`src/rtl/mem_access_unit.sv`:
```
// mem_access_unit: MEM-stage load/store unit with req/ack data-memory handshake and load formatting.
// Define MEM_TIMEOUT_EN to abort accesses that see no dm_ack within TIMEOUT_CYCLES.
module mem_access_unit #(
  parameter int ADDR_W         = 32,
  parameter int TIMEOUT_CYCLES = 16
) (
  input  logic              clk,
  input  logic              rst,
  input  logic              ex_valid,
  input  logic              ex_lw,
  input  logic              ex_sw,
  input  logic [1:0]        ex_size,
  input  logic              ex_unsigned,
  input  logic [ADDR_W-1:0] ex_addr,
  input  logic [31:0]       ex_wdata,
  input  logic              ex_lwsrc,
  input  logic [31:0]       ex_movsrc_result,
  output logic              mem_lwsrc,
  output logic [31:0]       mem_movsrc_result,
  output logic [31:0]       mem_DM_out,
  output logic              mem_stall,
  output logic              mem_misalign,
  output logic              mem_bus_err,
  output logic              dm_req,
  output logic              dm_we,
  output logic [ADDR_W-1:0] dm_addr,
  output logic [3:0]        dm_be,
  output logic [31:0]       dm_wdata,
  input  logic [31:0]       dm_rdata,
  input  logic              dm_ack
);
  typedef enum logic {IDLE, WAIT} state_t;
  state_t      state, state_nx;
  logic        access, misaligned, start, done, tmo;
  logic [1:0]  l_size, l_off;
  logic        l_uns;
  logic [3:0]  be_nx;
  logic [31:0] wd_nx, fmt;
  logic [15:0] lane;
  assign mem_lwsrc         = ex_lwsrc;
  assign mem_movsrc_result = ex_movsrc_result;
  always_comb begin
    access     = ex_valid & (ex_lw | ex_sw);
    misaligned = ex_size[1] ? |ex_addr[1:0] : ex_size[0] & ex_addr[0];
    start      = state == IDLE & access & !misaligned;
    done       = state == WAIT & (dm_ack | tmo);
    state_nx   = start ? WAIT : done ? IDLE : state;
    be_nx      = ex_size[1] ? 4'b1111 : ex_size[0] ? (ex_addr[1] ? 4'b1100 : 4'b0011) : 4'b0001 << ex_addr[1:0];
    wd_nx      = ex_size[1] ? ex_wdata : ex_size[0] ? {2{ex_wdata[15:0]}} : {4{ex_wdata[7:0]}};
    lane       = 16'(dm_rdata >> {l_off, 3'b000});
    fmt        = l_size == 2'd0 ? {{24{!l_uns & lane[7]}}, lane[7:0]} :
                 l_size == 2'd1 ? {{16{!l_uns & lane[15]}}, lane} : dm_rdata;
  end
  // Outputs are gated by rst so that an access presented during reset is invisible.
  always_comb begin
    mem_stall    = rst & (start | (state == WAIT & !done));
    mem_DM_out   = (rst & state == WAIT & dm_ack & !dm_we) ? fmt : 32'd0;
    mem_misalign = rst & state == IDLE & access & misaligned;
    mem_bus_err  = rst & state == WAIT & tmo;
  end
  always_ff @(posedge clk or negedge rst) begin
    if (!rst) begin
      state    <= IDLE;
      dm_req   <= 1'b0;
      dm_we    <= 1'b0;
      dm_addr  <= '0;
      dm_be    <= 4'd0;
      dm_wdata <= 32'd0;
      l_size   <= 2'd0;
      l_uns    <= 1'b0;
      l_off    <= 2'd0;
    end else begin
      state  <= state_nx;
      dm_req <= state_nx == WAIT;
      if (start) begin
        dm_we    <= ex_sw;
        dm_addr  <= {ex_addr[ADDR_W-1:2], 2'b00};
        dm_be    <= be_nx;
        dm_wdata <= wd_nx;
        l_size   <= ex_size;
        l_uns    <= ex_unsigned;
        l_off    <= ex_addr[1:0];
      end
    end
  end
`ifdef MEM_TIMEOUT_EN
  localparam int CW = $clog2(TIMEOUT_CYCLES + 1);
  logic [CW-1:0] cnt;
  // An ack on the final cycle still completes normally.
  assign tmo = !dm_ack & cnt == CW'(TIMEOUT_CYCLES - 1);
  always_ff @(posedge clk or negedge rst) begin
    if (!rst) cnt <= '0;
    else      cnt <= start ? '0 : (state == WAIT & !dm_ack) ? cnt + CW'(1) : cnt;
  end
`else
  logic unused_timeout;
  assign tmo            = 1'b0;
  assign unused_timeout = TIMEOUT_CYCLES != 0;
`endif
endmodule

```
`config.mk`:
```
export PLATFORM = sky130hd
export DESIGN_NAME = mem_access_unit
export DESIGN_NICKNAME = d
export VERILOG_FILES = /design/src/rtl/mem_access_unit.sv
export SDC_FILE = /design/constraint.sdc
export NUM_CORES = 1
export LEC_CHECK = 0
export ABC_AREA = 1
export BUFFER_PORTS_ARGS = -buffer_cell sky130_fd_sc_hd__buf_2
export CELL_PAD_IN_SITES_DETAIL_PLACEMENT = 0
export CELL_PAD_IN_SITES_GLOBAL_PLACEMENT = 1
export CORE_UTILIZATION = 30
export DETAILED_ROUTE_END_ITERATION = 16
export HOLD_SLACK_MARGIN = 0.06
export PLACE_DENSITY_LB_ADDON = 0.1
export SLEW_MARGIN = 10
export SYNTH_ARGS = -nofsm -noshare
export SYNTH_HDL_FRONTEND = slang
export SYNTH_SLANG_ARGS = --single-unit
```
`constraint.sdc`:
```
create_clock -name clk -period 2.8 [get_ports clk]
set_input_delay 0.14 -clock clk [delete_from_list [all_inputs] [get_ports clk]]
set_output_delay 0.14 -clock clk [all_outputs]
set_load 0.01 [all_outputs]
```
* After elaboration in Yosys (flattened, before gate mapping)
Index checks and enable logic that the tools add are counted.
Storage, ports and cells: register bits 73, output and inout port bits 138, word-level logic and storage cells 47
Cells by class: shift operators 2, reductions and logical operators 7, equality and inequality tests 1, bitwise gates (word level) 18, muxes and demuxes 11
Operators with widths (count):
- 2-to-1 mux 32 bit | 5
- right shift 32 x 5 -> 16 bit | 1
- bitwise AND 1 bit | 15
- 2-to-1 mux 4 bit | 3
- zero test 1 bit | 4
- << shifter 1 x 2 -> 4 bit (first input constant) | 1
- 2-to-1 mux 1 bit | 3
- == test 2 x 1 -> 1 bit (second input constant) | 1
- zero test 2 bit | 1
- OR 1 bit | 2
- nonzero test 2 bit | 1
- OR reduction 2 bit | 1
- NOT 1 bit | 1

* Longest topological paths before layout
depth after elaboration 6, depth in mapped cells 10, depth with buffers taken out 9

* Worst setup path after synthesis
OpenSTA, ideal clock, no wires.
path kind flip-flop to output port, start register dm_we, end output mem_DM_out[18], stages on the path, launching flop included 7, arrival 1.280 ns, path buffers 1, path slack 1.380 ns, cell sequence dfrtp_1 nor2_1 nand3_2 inv_1 nand3_4 buf_6 nor2_2
Between the ends: longest elaborated chain between the ends 3
Ends and longest elaborated chain:
- start, declared | line 25 | output logic dm_we,
- start signal, assigned | line 76 | dm_we <= ex_sw;
- zero test 1 bit | line 57 | mem_DM_out = (rst & state == WAIT & dm_ack & !dm_we) ? fmt : 32'd0;
- bitwise AND 1 bit | line 57
- 2-to-1 mux 32 bit | line 57
- end, declared | line 20 | output logic [31:0] mem_DM_out,
Every way passes these cells.

* Final worst setup path
start register l_off[0], end output mem_DM_out[9]
Between the ends: longest elaborated chain between the ends 4, elaborated cells on any way between the ends 5, classes of those cells shift: 1; mux: 3; bitwise: 1
Ends and longest elaborated chain:
- start, declared | line 35 | logic [1:0] l_size, l_off;
- start signal, assigned | line 82 | l_off <= ex_addr[1:0];
- right shift 32 x 5 -> 16 bit (*) | line 50 | lane = 16'(dm_rdata >> {l_off, 3'b000});
- 2-to-1 mux 32 bit or bitwise AND 1 bit (tied branches) | line 52, 51
- 2-to-1 mux 32 bit (*) | line 51 | fmt = l_size == 2'd0 ? {{24{!l_uns & lane[7]}}, lane[7:0]} :
- 2-to-1 mux 32 bit (*) | line 57
Mark *: on every way between the ends. The rest lies on a longest branch, timed or not.

==> results.toml <==
[critical_path]
r2r_cells = 6
cp-startpoint = "l_off[0]"
cp_data_arrival_time_ps = 2320
rr_startpoint = "state"
crit_required_ps = 2660
worstReg2RegEnd = "dm_wdata[15]"
worstSetupEndpoint = "mem_DM_out[9]"
end_kind = "primary output"
worstSetupPathType = "reg -> out"
start_kind = "flop"
r2r_setup_slack_ps = 1060
cp_max_fo = 15

[logic_synthesis]
seq_area_frac_synth_pct = 43.4
syn-instance-count = 591
synth_area_leaders = "dfrtp_1, nand2_1, buf_4, nor2_1, nand3_1"
yosysWarningCount = 0
synth_area_leader_cell = "dfrtp_1"
yosysTopAreaCellShare_pct = 43.4
synthDistinctLibCells = 23
synth-seq-cells = 73
synth.cell_area_mm2 = 0.00421
avgSynthCellArea_um2 = 7.13

[cts]
h-tree-depth = 3
clk_latency_ps = 340
numCtsBuffers = 9
clock-root-buffer = "clkbuf_16"
cts_sinks = 73
cts_tree = "done"
clk_path_buf_depth = 2
clk_pin_slew_worst_paths_ps = 60

[floorplan]
die_h_um = 121
fp.dieW_um = 121
initial_core_util_pct = 31.3
num_io_pins = 276
coreArea_mm2 = 0.0135
rows = 42
die_area_mm2 = 0.0145

[timing]
finalHoldViolations = 0
tightest_slew_ps = 882
max_freq_mhz = 407
skew_ps = 5.39
hold_ws_ps = 72.9
finalSetupViolations = 0
grt_setup_unrepaired = "no"
relSlewSlack_pct = 41.2
tns_ps = 0
min_period_over_period_pct = 87.8
finalCriticalPeriod_ps = 2460
drv_slew = 0

[global_route]
grt_overflow = 0
grt_pass1_wl_um = 22100
grt_usage_pct = 19.4
grt_max_degree = 87
grt_pass1_vias = 4353
antenna_found_initial = 0

[outcome]
outcome = "finished, final reports clean"

[final_layout]
num_antenna_cells = 0
drive_gt1_share_pct = 30.4
fin_nets = 950
final_util_pct = 44.9
fillers = 1456
synthToLayoutAreaGrowth_pct = 43.3

[detailed_routing]
ant_nets = 0
vias = 4529
wl_um = 13900
vias_per_cell = 4.56
dr.pass1.iters = 4
drt_iter0_markers = 235
drc = 0
wl_per_cell_um = 14.0

[power]
ir_drop_mv = 0.413
cellLeakagePower_nw = 3.36
powerDensity_mw_per_mm2 = 659
finalPower_mw = 3.98

[placement]
io_buffers = 206
place_hpwl_um = 9880
place_congestion = 0.862

[min_path]
hp-class = "in -> reg"

[run]
maxCapViolCount = 0
[power breakdown]
| group | internal [mW] | total, mW | switching, mW |
|---|---|---|---|
| clock network | 0.738 | 1.18 | 0.438 |
| logic | 0.533 | 1.30 | 0.770 |
| registers | 1.32 | 1.50 | 0.178 |
[cell families after synthesis]
family / count (synthesis) / synth area share (%)
AO/OA/AOI/OAI: 80 / 9.77
AND/OR/NAND/NOR: 346 / 34.0
buffers and inverters: 91 / 12.8
flip-flops: 73 / 43.4
other: 1 / 0.0890
[state kept, by name, summed over array words and instances, names as in the netlist]
signal / cells
dm_be: 4
l_size: 2
dm_we: 1
state: 1
l_uns: 1
l_off: 2
dm_addr: 30
dm_wdata: 32
[per-layer routing]
metal | global-route usage, % | up-vias | wire length [µm]
met5 | 0 | - | 0
met4 | 6.48 | 0 | 165
met3 | 5.52 | 24 | 934
met2 | 31.9 | 151 | 6600
met1 | 24.4 | 2083 | 6160
li1 | - | 2271 | -
[what timing repair did]
| item | in CTS | in global routing |
|---|---|---|
| hold buffers | 63 | 0 |
| resized for setup | 0 | 0 |
| hold endpoints to repair | 68 | 0 |
| buffers inserted | 0 | 0 |
[metrics by stage]
stage | instance area, µm² | cells | setup WS [ps]
3_3_place_gp | 5100 | 914 | 748
5_1_grt | 6040 | 993 | 46.3
3_5_place_dp | 5100 | 914 | 709
4_1_cts | 6040 | 993 | 333
6_report | 6040 | 993 | 341
2_1_floorplan | 4220 | 593 | 1380
[cell usage in the layout, fill, tap and decap left out, types with 2 or more instances in the layout]
cell type      netlist  layout
nor2_1              69      69
buf_12               0       2
dlygate4sd3_1        0      63
conb_1               1       3
clkbuf_16            0       9
inv_2                2       2
nand3_2              3       3
nand2_1            210     210
a21boi_0             3       3
nand3_1             50      50
o21ai_0             37      37
clkbuf_8             0       2
dfrtp_1             73      73
buf_4               44       6
inv_1               20      20
nor2_2               9       9
buf_2               14     205
nand2_2              3       3
a21oi_1             38      38
[worst min path at each step]
stage,startpoint,end,slack [ps],cells past startpoint
after floorplan,rst,dm_addr[10],-160,0
after global placement,rst,l_size[1],-20,1
after detailed placement,rst,l_size[1],-20,1
after CTS,ex_wdata[4],dm_wdata[4],60,3
after global routing,ex_wdata[4],dm_wdata[4],90,3
final,ex_wdata[2],dm_wdata[2],70,3
[cells in the mapped netlist (all sizes together)]
cell type and count:
o21ai 39, clkinv 1, nand2 213, clkbuf 6, conb 1, dfrtp 73
nor2 79, a21oi 38, a21boi 3, buf 62, inv 22, nand3 54
[critical path, stage by stage, from the launching register on]
cell     delay, ps
dfrtp_1        600
inv_2          210
nor2_1         610
nand2_1        100
nand2_1        100
o21ai_0         90
a21oi_1        130
buf_2          150
[layout make-up]
class / count / area (µm²) / area share [%]
Clock buffer: 12 / 256 / 4.25
Sequential cell: 73 / 1830 / 30.3
Tap cell: 176 / 220 / 3.65
Multi-Input combinational cell: 429 / 1850 / 30.7
Inverter: 23 / 86.3 / 1.43
Clock inverter: 4 / 51.3 / 0.850
Timing Repair Buffer: 276 / 1740 / 28.8
Power figures use the tool's default switching activity.
